File: src/rtl/alu_issue_stage_if.sv
// alu_issue_stage_if: decoded-instruction, forwarding and ALU-input bus of the issue stage
interface alu_issue_stage_if #(
    parameter int XLEN  = 32,
    parameter int CNT_W = 32
);
    logic            in_valid;
    logic            in_ready;
    logic [XLEN-1:0] in_pc;
    logic [4:0]      in_rs1_addr;
    logic [4:0]      in_rs2_addr;
    logic [XLEN-1:0] in_rs1_data;
    logic [XLEN-1:0] in_rs2_data;
    logic [XLEN-1:0] in_imm;
    logic [1:0]      in_a_sel;
    logic [1:0]      in_b_sel;
    logic            in_is_store;
    logic [4:0]      in_alu_op;
    logic [4:0]      in_rd_addr;
    logic            in_reg_write;
    logic            ex_fwd_valid;
    logic [4:0]      ex_fwd_rd;
    logic [XLEN-1:0] ex_fwd_data;
    logic            ex_is_load;
    logic            wb_fwd_valid;
    logic [4:0]      wb_fwd_rd;
    logic [XLEN-1:0] wb_fwd_data;
    logic            flush;
    logic            out_valid;
    logic            out_ready;
    logic [XLEN-1:0] alu_a;
    logic [XLEN-1:0] alu_b;
    logic [4:0]      alu_op;
    logic [XLEN-1:0] out_store_data;
    logic [4:0]      out_rd_addr;
    logic            out_reg_write;
    logic [XLEN-1:0] out_pc;
    logic [CNT_W-1:0] stall_cnt;

    modport slave (
        input  in_valid, in_pc, in_rs1_addr, in_rs2_addr, in_rs1_data, in_rs2_data, in_imm,
               in_a_sel, in_b_sel, in_is_store, in_alu_op, in_rd_addr, in_reg_write,
               ex_fwd_valid, ex_fwd_rd, ex_fwd_data, ex_is_load,
               wb_fwd_valid, wb_fwd_rd, wb_fwd_data, flush, out_ready,
        output in_ready, out_valid, alu_a, alu_b, alu_op, out_store_data, out_rd_addr,
               out_reg_write, out_pc, stall_cnt
    );

    modport master (
        output in_valid, in_pc, in_rs1_addr, in_rs2_addr, in_rs1_data, in_rs2_data, in_imm,
               in_a_sel, in_b_sel, in_is_store, in_alu_op, in_rd_addr, in_reg_write,
               ex_fwd_valid, ex_fwd_rd, ex_fwd_data, ex_is_load,
               wb_fwd_valid, wb_fwd_rd, wb_fwd_data, flush, out_ready,
        input  in_ready, out_valid, alu_a, alu_b, alu_op, out_store_data, out_rd_addr,
               out_reg_write, out_pc, stall_cnt
    );
endinterface

File: src/rtl/alu_issue_stage.sv
// alu_issue_stage: ID/EX issue stage with operand forwarding, load-use stall and ALU input register
module alu_issue_stage #(
    parameter int XLEN  = 32,
    parameter int CNT_W = 32
) (
    input logic              clk,
    input logic              reset,
    alu_issue_stage_if.slave bus
);
    logic [XLEN-1:0] rs1_val, rs2_val, a_val, b_val;
    logic            rs1_used, rs2_used, hazard, ready, accept;

    assign bus.in_ready = ready;

    // Forward EX over WB over register file, pick operands, detect load-use hazard
    always_comb begin
        rs1_val  = bus.in_rs1_addr == 5'd0 ? '0 :
                   (bus.ex_fwd_valid && !bus.ex_is_load && bus.ex_fwd_rd == bus.in_rs1_addr) ? bus.ex_fwd_data :
                   (bus.wb_fwd_valid && bus.wb_fwd_rd == bus.in_rs1_addr) ? bus.wb_fwd_data : bus.in_rs1_data;
        rs2_val  = bus.in_rs2_addr == 5'd0 ? '0 :
                   (bus.ex_fwd_valid && !bus.ex_is_load && bus.ex_fwd_rd == bus.in_rs2_addr) ? bus.ex_fwd_data :
                   (bus.wb_fwd_valid && bus.wb_fwd_rd == bus.in_rs2_addr) ? bus.wb_fwd_data : bus.in_rs2_data;
        a_val    = bus.in_a_sel == 2'd0 ? rs1_val : bus.in_a_sel == 2'd1 ? bus.in_pc : '0;
        b_val    = bus.in_b_sel == 2'd0 ? rs2_val : bus.in_b_sel == 2'd1 ? bus.in_imm :
                   bus.in_b_sel == 2'd2 ? XLEN'(4) : '0;
        rs1_used = bus.in_a_sel == 2'd0;
        rs2_used = bus.in_b_sel == 2'd0 || bus.in_is_store;
        hazard   = bus.in_valid && bus.ex_fwd_valid && bus.ex_is_load && bus.ex_fwd_rd != 5'd0 &&
                   ((rs1_used && bus.ex_fwd_rd == bus.in_rs1_addr) || (rs2_used && bus.ex_fwd_rd == bus.in_rs2_addr));
        ready    = !bus.flush && !hazard && (!bus.out_valid || bus.out_ready);
        accept   = bus.in_valid && ready;
    end

    // ALU input register: capture on accept, drop on drain or flush, count stall cycles
    always_ff @(posedge clk or posedge reset) begin
        if (reset) begin
            bus.out_valid      <= 1'b0;
            bus.alu_a          <= '0;
            bus.alu_b          <= '0;
            bus.alu_op         <= '0;
            bus.out_store_data <= '0;
            bus.out_rd_addr    <= '0;
            bus.out_reg_write  <= 1'b0;
            bus.out_pc         <= '0;
            bus.stall_cnt      <= '0;
        end else begin
            if (hazard) bus.stall_cnt <= bus.stall_cnt + CNT_W'(1);
            if (accept) begin
                bus.out_valid      <= 1'b1;
                bus.alu_a          <= a_val;
                bus.alu_b          <= b_val;
                bus.alu_op         <= bus.in_alu_op;
                bus.out_store_data <= rs2_val;
                bus.out_rd_addr    <= bus.in_rd_addr;
                bus.out_reg_write  <= bus.in_reg_write;
                bus.out_pc         <= bus.in_pc;
            end else if (bus.flush || bus.out_ready) begin
                bus.out_valid <= 1'b0;
            end
        end
    end
endmodule

File: src/flat_wrapper.sv
// flat-port wrapper written by rule: the top's interface ports become plain ports
module alu_issue_stage_flat 
#(
    parameter int XLEN  = 32,
    parameter int CNT_W = 32
)
  (clk, reset, bus_in_valid, bus_in_pc, bus_in_rs1_addr, bus_in_rs2_addr, bus_in_rs1_data, bus_in_rs2_data, bus_in_imm, bus_in_a_sel, bus_in_b_sel, bus_in_is_store, bus_in_alu_op, bus_in_rd_addr, bus_in_reg_write, bus_ex_fwd_valid, bus_ex_fwd_rd, bus_ex_fwd_data, bus_ex_is_load, bus_wb_fwd_valid, bus_wb_fwd_rd, bus_wb_fwd_data, bus_flush, bus_out_ready, bus_in_ready, bus_out_valid, bus_alu_a, bus_alu_b, bus_alu_op, bus_out_store_data, bus_out_rd_addr, bus_out_reg_write, bus_out_pc, bus_stall_cnt);
  alu_issue_stage_if #(.XLEN(XLEN), .CNT_W(CNT_W)) bus_i ();
  input logic clk;
  input logic reset;
  input wire logic [$bits(bus_i.in_valid)-1:0] bus_in_valid;
  input wire logic [$bits(bus_i.in_pc)-1:0] bus_in_pc;
  input wire logic [$bits(bus_i.in_rs1_addr)-1:0] bus_in_rs1_addr;
  input wire logic [$bits(bus_i.in_rs2_addr)-1:0] bus_in_rs2_addr;
  input wire logic [$bits(bus_i.in_rs1_data)-1:0] bus_in_rs1_data;
  input wire logic [$bits(bus_i.in_rs2_data)-1:0] bus_in_rs2_data;
  input wire logic [$bits(bus_i.in_imm)-1:0] bus_in_imm;
  input wire logic [$bits(bus_i.in_a_sel)-1:0] bus_in_a_sel;
  input wire logic [$bits(bus_i.in_b_sel)-1:0] bus_in_b_sel;
  input wire logic [$bits(bus_i.in_is_store)-1:0] bus_in_is_store;
  input wire logic [$bits(bus_i.in_alu_op)-1:0] bus_in_alu_op;
  input wire logic [$bits(bus_i.in_rd_addr)-1:0] bus_in_rd_addr;
  input wire logic [$bits(bus_i.in_reg_write)-1:0] bus_in_reg_write;
  input wire logic [$bits(bus_i.ex_fwd_valid)-1:0] bus_ex_fwd_valid;
  input wire logic [$bits(bus_i.ex_fwd_rd)-1:0] bus_ex_fwd_rd;
  input wire logic [$bits(bus_i.ex_fwd_data)-1:0] bus_ex_fwd_data;
  input wire logic [$bits(bus_i.ex_is_load)-1:0] bus_ex_is_load;
  input wire logic [$bits(bus_i.wb_fwd_valid)-1:0] bus_wb_fwd_valid;
  input wire logic [$bits(bus_i.wb_fwd_rd)-1:0] bus_wb_fwd_rd;
  input wire logic [$bits(bus_i.wb_fwd_data)-1:0] bus_wb_fwd_data;
  input wire logic [$bits(bus_i.flush)-1:0] bus_flush;
  input wire logic [$bits(bus_i.out_ready)-1:0] bus_out_ready;
  output wire logic [$bits(bus_i.in_ready)-1:0] bus_in_ready;
  output wire logic [$bits(bus_i.out_valid)-1:0] bus_out_valid;
  output wire logic [$bits(bus_i.alu_a)-1:0] bus_alu_a;
  output wire logic [$bits(bus_i.alu_b)-1:0] bus_alu_b;
  output wire logic [$bits(bus_i.alu_op)-1:0] bus_alu_op;
  output wire logic [$bits(bus_i.out_store_data)-1:0] bus_out_store_data;
  output wire logic [$bits(bus_i.out_rd_addr)-1:0] bus_out_rd_addr;
  output wire logic [$bits(bus_i.out_reg_write)-1:0] bus_out_reg_write;
  output wire logic [$bits(bus_i.out_pc)-1:0] bus_out_pc;
  output wire logic [$bits(bus_i.stall_cnt)-1:0] bus_stall_cnt;
  assign bus_i.in_valid = bus_in_valid;
  assign bus_i.in_pc = bus_in_pc;
  assign bus_i.in_rs1_addr = bus_in_rs1_addr;
  assign bus_i.in_rs2_addr = bus_in_rs2_addr;
  assign bus_i.in_rs1_data = bus_in_rs1_data;
  assign bus_i.in_rs2_data = bus_in_rs2_data;
  assign bus_i.in_imm = bus_in_imm;
  assign bus_i.in_a_sel = bus_in_a_sel;
  assign bus_i.in_b_sel = bus_in_b_sel;
  assign bus_i.in_is_store = bus_in_is_store;
  assign bus_i.in_alu_op = bus_in_alu_op;
  assign bus_i.in_rd_addr = bus_in_rd_addr;
  assign bus_i.in_reg_write = bus_in_reg_write;
  assign bus_i.ex_fwd_valid = bus_ex_fwd_valid;
  assign bus_i.ex_fwd_rd = bus_ex_fwd_rd;
  assign bus_i.ex_fwd_data = bus_ex_fwd_data;
  assign bus_i.ex_is_load = bus_ex_is_load;
  assign bus_i.wb_fwd_valid = bus_wb_fwd_valid;
  assign bus_i.wb_fwd_rd = bus_wb_fwd_rd;
  assign bus_i.wb_fwd_data = bus_wb_fwd_data;
  assign bus_i.flush = bus_flush;
  assign bus_i.out_ready = bus_out_ready;
  assign bus_in_ready = bus_i.in_ready;
  assign bus_out_valid = bus_i.out_valid;
  assign bus_alu_a = bus_i.alu_a;
  assign bus_alu_b = bus_i.alu_b;
  assign bus_alu_op = bus_i.alu_op;
  assign bus_out_store_data = bus_i.out_store_data;
  assign bus_out_rd_addr = bus_i.out_rd_addr;
  assign bus_out_reg_write = bus_i.out_reg_write;
  assign bus_out_pc = bus_i.out_pc;
  assign bus_stall_cnt = bus_i.stall_cnt;
  alu_issue_stage #(.XLEN(XLEN), .CNT_W(CNT_W)) u_core (.clk(clk), .reset(reset), .bus(bus_i));
endmodule
File: config.mk
export PLATFORM = sky130hd
export DESIGN_NAME = alu_issue_stage_flat
export DESIGN_NICKNAME = d
export VERILOG_FILES = /design/src/rtl/alu_issue_stage_if.sv /design/src/rtl/alu_issue_stage.sv /design/src/flat_wrapper.sv
export SDC_FILE = /design/constraint.sdc
export NUM_CORES = 1
export LEC_CHECK = 0
export ABC_AREA = 1
export CORE_AREA = 4 4 158 160
export CTS_BUF_LIST = sky130_fd_sc_hd__clkbuf_16
export CTS_CLUSTER_DIAMETER = 80
export CTS_CLUSTER_SIZE = 12
export DETAILED_ROUTE_END_ITERATION = 8
export DIE_AREA = 0 0 162 164
export GPL_TIMING_DRIVEN = 0
export HOLD_SLACK_MARGIN = 0.1
export PLACE_DENSITY = 0.8
export SYNTH_ARGS = -nofsm -noshare
export SYNTH_HDL_FRONTEND = slang
export SYNTH_SLANG_ARGS = --single-unit
File: constraint.sdc
create_clock -name clk -period 12.68 [get_ports clk]
set_input_delay 3.804 -clock clk [delete_from_list [all_inputs] [get_ports clk]]
set_output_delay 3.804 -clock clk [all_outputs]
set_load 0.02 [all_outputs]
==> results.sh <==
export IMPL_initial_util=0.448
export IMPL_synth_compound_gate_area_share=0.0241
export IMPL_clock_latency_ps=440
export IMPL_std_cell_rows=56
export IMPL_chipWidth_um=162
export IMPL_detail_route_wl_per_cell_um=19.3
export IMPL_holdBufCountCts=0
export IMPL_synth_cells_most_frequent="nand2_1, nand3_1, dfrtp_1, inv_1, clkbuf_1"
export IMPL_clock_root_buffer="clkbuf_16"
export IMPL_status="completed"
export IMPL_nets=2277
export IMPL_synth_area_per_cell_um2=6.50
export IMPL_clkSlewWorstSetupHoldPaths_ps=70
export IMPL_mappedNetlistArea_um2=10500
export IMPL_initialDrtViolationCount=1066
export IMPL_portBuffers=408
export IMPL_p_leak_nw=8.00
export IMPL_synth_adder_area_share=0.00119
export IMPL_routed_wl_mm=45.9
export IMPL_combinational_family_with_the_most_area_after_synthesis="simple AND/OR/NAND/NOR gates"
export IMPL_htreeDepth=4
export IMPL_ys_ff_latch=172
export IMPL_synth_cell_type_count=30
export IMPL_total_vias_in_the_final_route=12400
export IMPL_gpl_final_weighted_congestion=0.982
export IMPL_worst_hold_path_num_cells=2
export IMPL_yosys_top_cell_by_area="dfrtp_1"
export IMPL_post_route_cells_drive_above_1_share=0.0321
export IMPL_floorplan_die_area_um2=26600
export IMPL_place_area_um2=15000
export IMPL_synth_simple_area_share=0.444
export IMPL_hpwlAfterDp_mm=36.7
export IMPL_timing_critical_path_from_type="primary input"
export IMPL_final_period_utilization=0.809
export IMPL_antenna_left=0
export IMPL_fin_worst_setup_slack_ps=2430
export IMPL_synth_largest_type_area_fraction=0.411
export IMPL_finalWorstPathRequiredPeriod_ps=10250
export IMPL_post_place_ws_ps=2520
export IMPL_maxSlewViolCount=0
export IMPL_synth_async_reset_ratio=1.00
export IMPL_timing_critical_path_to_type="primary output"
export IMPL_worst_pin_slew_ps=1010
export IMPL_synth_enable_flop_cells=0
export IMPL_totalPowerFinal_mw=1.72
export IMPL_tritoncts_num_buffers=17
export IMPL_grt_overflow_total=0
export IMPL_xor_xnor_fraction_of_synth_area=0.0276
export IMPL_rsz_0062_raised_after_global_routing="false"
export IMPL_critical_path_arrival_ps=6450
export IMPL_finalHoldViolCount=0
export IMPL_power_ir_vdd_worst_mv=0.0927
export IMPL_cts_repair_resize_count=0
export IMPL_timing_fmax_mhz=97.5
export IMPL_detail_route_first_pass_iterations=6
export IMPL_mappedNetlistNets=1849
export IMPL_grt_pass1_wl_mm=69.2
export IMPL_setup_violations=0
export IMPL_power_density_nw_per_um2=110
export IMPL_groute_usage_overall=0.339
export IMPL_chip_height_um=164
export IMPL_drc_errors=0
export IMPL_crit_path_max_fanout=10
export IMPL_skew_ps=10.3
export IMPL_maximum_number_of_pins_on_one_net_before_global_route_repair=94
export IMPL_total_clock_sinks=172
export IMPL_synthTopCellsByArea="dfrtp_1, nand2_1, nand3_1, inv_1, nand4_1"
export IMPL_yosys_mux_area_fraction=0
export IMPL_worst_slew_margin_rel=0.321
export IMPL_final_setup_tns_ps=0
export IMPL_antenna_found_initial=10
export IMPL_tritoncts="done"
export IMPL_total_of_max_cap_violations=0
export IMPL_post_route_cell_area_um2=15600
export IMPL_number_of_global_route_vias_before_repair=11900
export IMPL_clk_path_buf_depth=2
export IMPL_synthMostInstantiatedCell="nand2_1"
export IMPL_criticalPathCategory="primary input to primary output"
export IMPL_syn_inst=1612
export IMPL_setup_repair_bufs_after_cts=0
export IMPL_ys_seq_area_frac=0.411
export IMPL_ios=409
export IMPL_detail_route_vias_per_cell=5.20
export IMPL_min_delay_path_class="flip-flop to flip-flop"
export IMPL_fp_coreArea_um2=23400
export IMPL_synth_flop_cell="dfrtp_1"
export IMPL_syn_to_final_growth_pct=48.8
export IMPL_ys_warnings_count=0
export IMPL_worstRegToRegCells=6
export IMPL_data_required_time_of_the_critical_path_ps=8880
routing by layer:
layer,vias up,part of all wire,global-route usage
met5,-,0.00081,0
li1,5884,-,-
met2,631,0.49,0.582
met4,6,0.026,0.111
met1,5780,0.39,0.413
met3,82,0.098,0.0964
layout make-up:
type                    instances  area (um^2)
diodes                          8         20.0
plain buffers                  89          432
clock buffers                  17          425
clock inverters                15          151
fillers                      2167         7810
inverters                     143          544
multi-input cells            1208         5200
flip-flops and latches        172         4300
well taps                     319          399
repair buffers                409         4110
through the flow:
| stage | hold slack [ps] | std cells | utilization |
|---|---|---|---|
| 2_1_floorplan | 584 | 1612 | - |
| 3_3_place_gp | 462 | 2339 | 0.639 |
| 3_5_place_dp | 464 | 2340 | 0.641 |
| 4_1_cts | 485 | 2372 | 0.665 |
| 5_1_grt | 493 | 2379 | 0.666 |
| 6_report | 483 | 2380 | 0.666 |
layout by cell type, fill, tap and decap left out, drive strengths merged, types with 3 or more instances in the layout:
| master | count |
|---|---|
| nor3b | 3 |
| o21ai | 43 |
| dfrtp | 172 |
| clkbuf | 69 |
| buf | 38 |
| nor3 | 17 |
| nand4 | 38 |
| clkdlybuf4s50 | 408 |
| inv | 150 |
| diode | 8 |
| xnor2 | 16 |
| a21oi | 4 |
| clkinv | 6 |
| nand3 | 213 |
| xor2 | 17 |
| nand2 | 807 |
| nor2 | 41 |
kinds of logic after synthesis:
logic type / after synthesis
fa+ha+maj: 1
simple gates: 1125
xor+xnor: 33
buf+inv: 232
compound gates: 49
flops: 172
worst max-delay path, cell delays in order:
cell and delay, ps:
clkdlybuf4s50_1 520, inv_1 150, nand2_1 60, nand2_1 60
nand3_1 80, nor2_2 370, nand2_1 150, nand2_1 110
nand2_2 150, clkbuf_1 300, nand2_1 120, inv_1 40
clkdlybuf4s50_1 520
worst paths after layout:
check | from | to | slack (ps)
min in group asynchronous | reset | u_core.bus.alu_a[1] | 3830
setup reg to reg | u_core.bus.out_valid | u_core.bus.alu_b[30] | 10640
setup / recovery | bus_in_rs2_addr[3] | bus_in_ready | 2430
max in group asynchronous | reset | u_core.bus.out_store_data[27] | 7980
hold / removal | u_core.bus.alu_b[23] | u_core.bus.alu_b[23] | 480
hold reg to reg | u_core.bus.alu_b[23] | u_core.bus.alu_b[23] | 480
sequential cells by signal (all words and copies together), names as in the netlist:
register                   flops
u_core.bus.alu_op              5
u_core.bus.alu_b              32
u_core.bus.out_store_data     32
u_core.bus.alu_a              32
u_core.bus.out_pc             32
u_core.bus.stall_cnt          32
u_core.bus.out_valid           1
u_core.bus.out_reg_write       1
u_core.bus.out_rd_addr         5
power breakdown:
group,switching (mW),internal (mW)
logic,0.289,0.242
clock network,0.267,0.263
registers,0.0435,0.616
total,0.600,1.12
No activity file was read; power rests on OpenSTA's default activity.
==> edit, RTL diff (same flow settings) <==
`CNT_W` is set to 32 in 3 places; all go to 28.
--- a/src/rtl/alu_issue_stage_if.sv
+++ b/src/rtl/alu_issue_stage_if.sv
@@ -1,7 +1,7 @@
 // alu_issue_stage_if: decoded-instruction, forwarding and ALU-input bus of the issue stage
 interface alu_issue_stage_if #(
     parameter int XLEN  = 32,
-    parameter int CNT_W = 32
+    parameter int CNT_W = 28
 );
     logic            in_valid;
     logic            in_ready;
--- a/src/rtl/alu_issue_stage.sv
+++ b/src/rtl/alu_issue_stage.sv
@@ -1,7 +1,7 @@
 // alu_issue_stage: ID/EX issue stage with operand forwarding, load-use stall and ALU input register
 module alu_issue_stage #(
     parameter int XLEN  = 32,
-    parameter int CNT_W = 32
+    parameter int CNT_W = 28
 ) (
     input logic              clk,
     input logic              reset,
--- a/src/flat_wrapper.sv
+++ b/src/flat_wrapper.sv
@@ -2,7 +2,7 @@
 module alu_issue_stage_flat 
 #(
     parameter int XLEN  = 32,
-    parameter int CNT_W = 32
+    parameter int CNT_W = 28
 )
   (clk, reset, bus_in_valid, bus_in_pc, bus_in_rs1_addr, bus_in_rs2_addr, bus_in_rs1_data, bus_in_rs2_data, bus_in_imm, bus_in_a_sel, bus_in_b_sel, bus_in_is_store, bus_in_alu_op, bus_in_rd_addr, bus_in_reg_write, bus_ex_fwd_valid, bus_ex_fwd_rd, bus_ex_fwd_data, bus_ex_is_load, bus_wb_fwd_valid, bus_wb_fwd_rd, bus_wb_fwd_data, bus_flush, bus_out_ready, bus_in_ready, bus_out_valid, bus_alu_a, bus_alu_b, bus_alu_op, bus_out_store_data, bus_out_rd_addr, bus_out_reg_write, bus_out_pc, bus_stall_cnt);
   alu_issue_stage_if #(.XLEN(XLEN), .CNT_W(CNT_W)) bus_i ();
Ports: changed (resized bus_stall_cnt); port bits go from 409 to 405. The function was not compared with the original's and may differ.
==> edit against the unedited design <==
- clock power decreased by 4.3%
- die area unchanged
- power decreased by 2.8%
- setup slack improved by 0.13 ns
- synthesized cell count decreased by 2.4%
- final area decreased by 2.0%
- highest routed layer unchanged
- first-iteration DRC count decreased by 8.6%
- critical path type unchanged
- largest power group unchanged
- routed wire length decreased by 3.5%
- sequential cell count decreased by 4
- area after synthesis decreased by 2.2%
==> edit: results (changes against the unedited design) <==
* Clock share of power at 30.3% (-0.5 points)
* Setup Slack @ Placement at 2.562 ns (+0.04347 ns)
* Worst Skew at 0.01420 ns (+0.003856 ns)
* DP HPWL at 35780 um (-2.4%)
* Syn nets at 1811 (-2.1%)
* Power Internal at 0.001098 W (-2.1%)
* Critical path origin: bus_in_rs1_addr[2]
* Hold Crit Endpoint: u_core.bus.alu_op[2]
* Fin nets at 2235 (-1.8%)
* Leak at 7.848 nW (-1.8%)
* Drt wl/cell at 18.94 um (-1.8%)
* Final period utilization at 79.81% (-1.1 points)
* Metal2 WL at 20920 um (-6.7%)
* Initial drt markers at 974 (-8.6%)
* CP Data Arrival Time at 6.32 ns (-0.13 ns)
* Share of layout cells above drive strength 1 at 3.630% (+0.42 points)
* Via/cell ratio at 5.129 (-1.4%)
* Min-delay src: u_core.bus.alu_op[2]
* Wl on met1 at 17540 um (-1.1%)
* DR WL met3 at 4088 um (-9.0%)
* Vias in the first global route at 11560 (-3.2%)
* Met2 usage at 53.04% (-5.2 points)
* Netlist cell types at 33 (+10%)
* Placed insts at 2298 (-1.8%)
* Status: finished, final reports clean
* Total GRT Usage at 32.31% (-1.6 points)
* Met1 global-route usage at 40.59% (-0.67 points)
* Largest net degree at the start of global routing at 90 (-4.3%)
==> edit: changes by cell type after synthesis, sizes merged, moves of 2 or more <==
cell	delta
xor2	-4
o21ai	-5
nor2	+2
nand2	-16
dfrtp	-4
nor3b	-3
xnor2	+2
buf	+5
nand3	-3
inv	-6
clkbuf	-6
==> edit: final cells by class <==
| class | instances | area, um2 |
|---|---|---|
| buffer | 88 | 434.2 |
| fill | 2183 | 8119 |
| clock buffer | 17 | 425.4 |
| antenna | 9 | 22.52 |
| inverter | 137 | 521.8 |
| sequential | 168 | 4204 |
| multi-input combinational | 1181 | 5089 |
| tap | 319 | 399.1 |
| timing repair buffer | 405 | 4071 |
| clock inverter | 15 | 116.4 |
==> edit: cell families after synthesis <==
logic type	after synthesis	synth area share (%)
flops	168	41.05
xor+xnor	31	2.651
simple gates	1104	44.62
compound gates	45	2.297
fa+ha+maj	1	0.1222
buf+inv	225	9.261
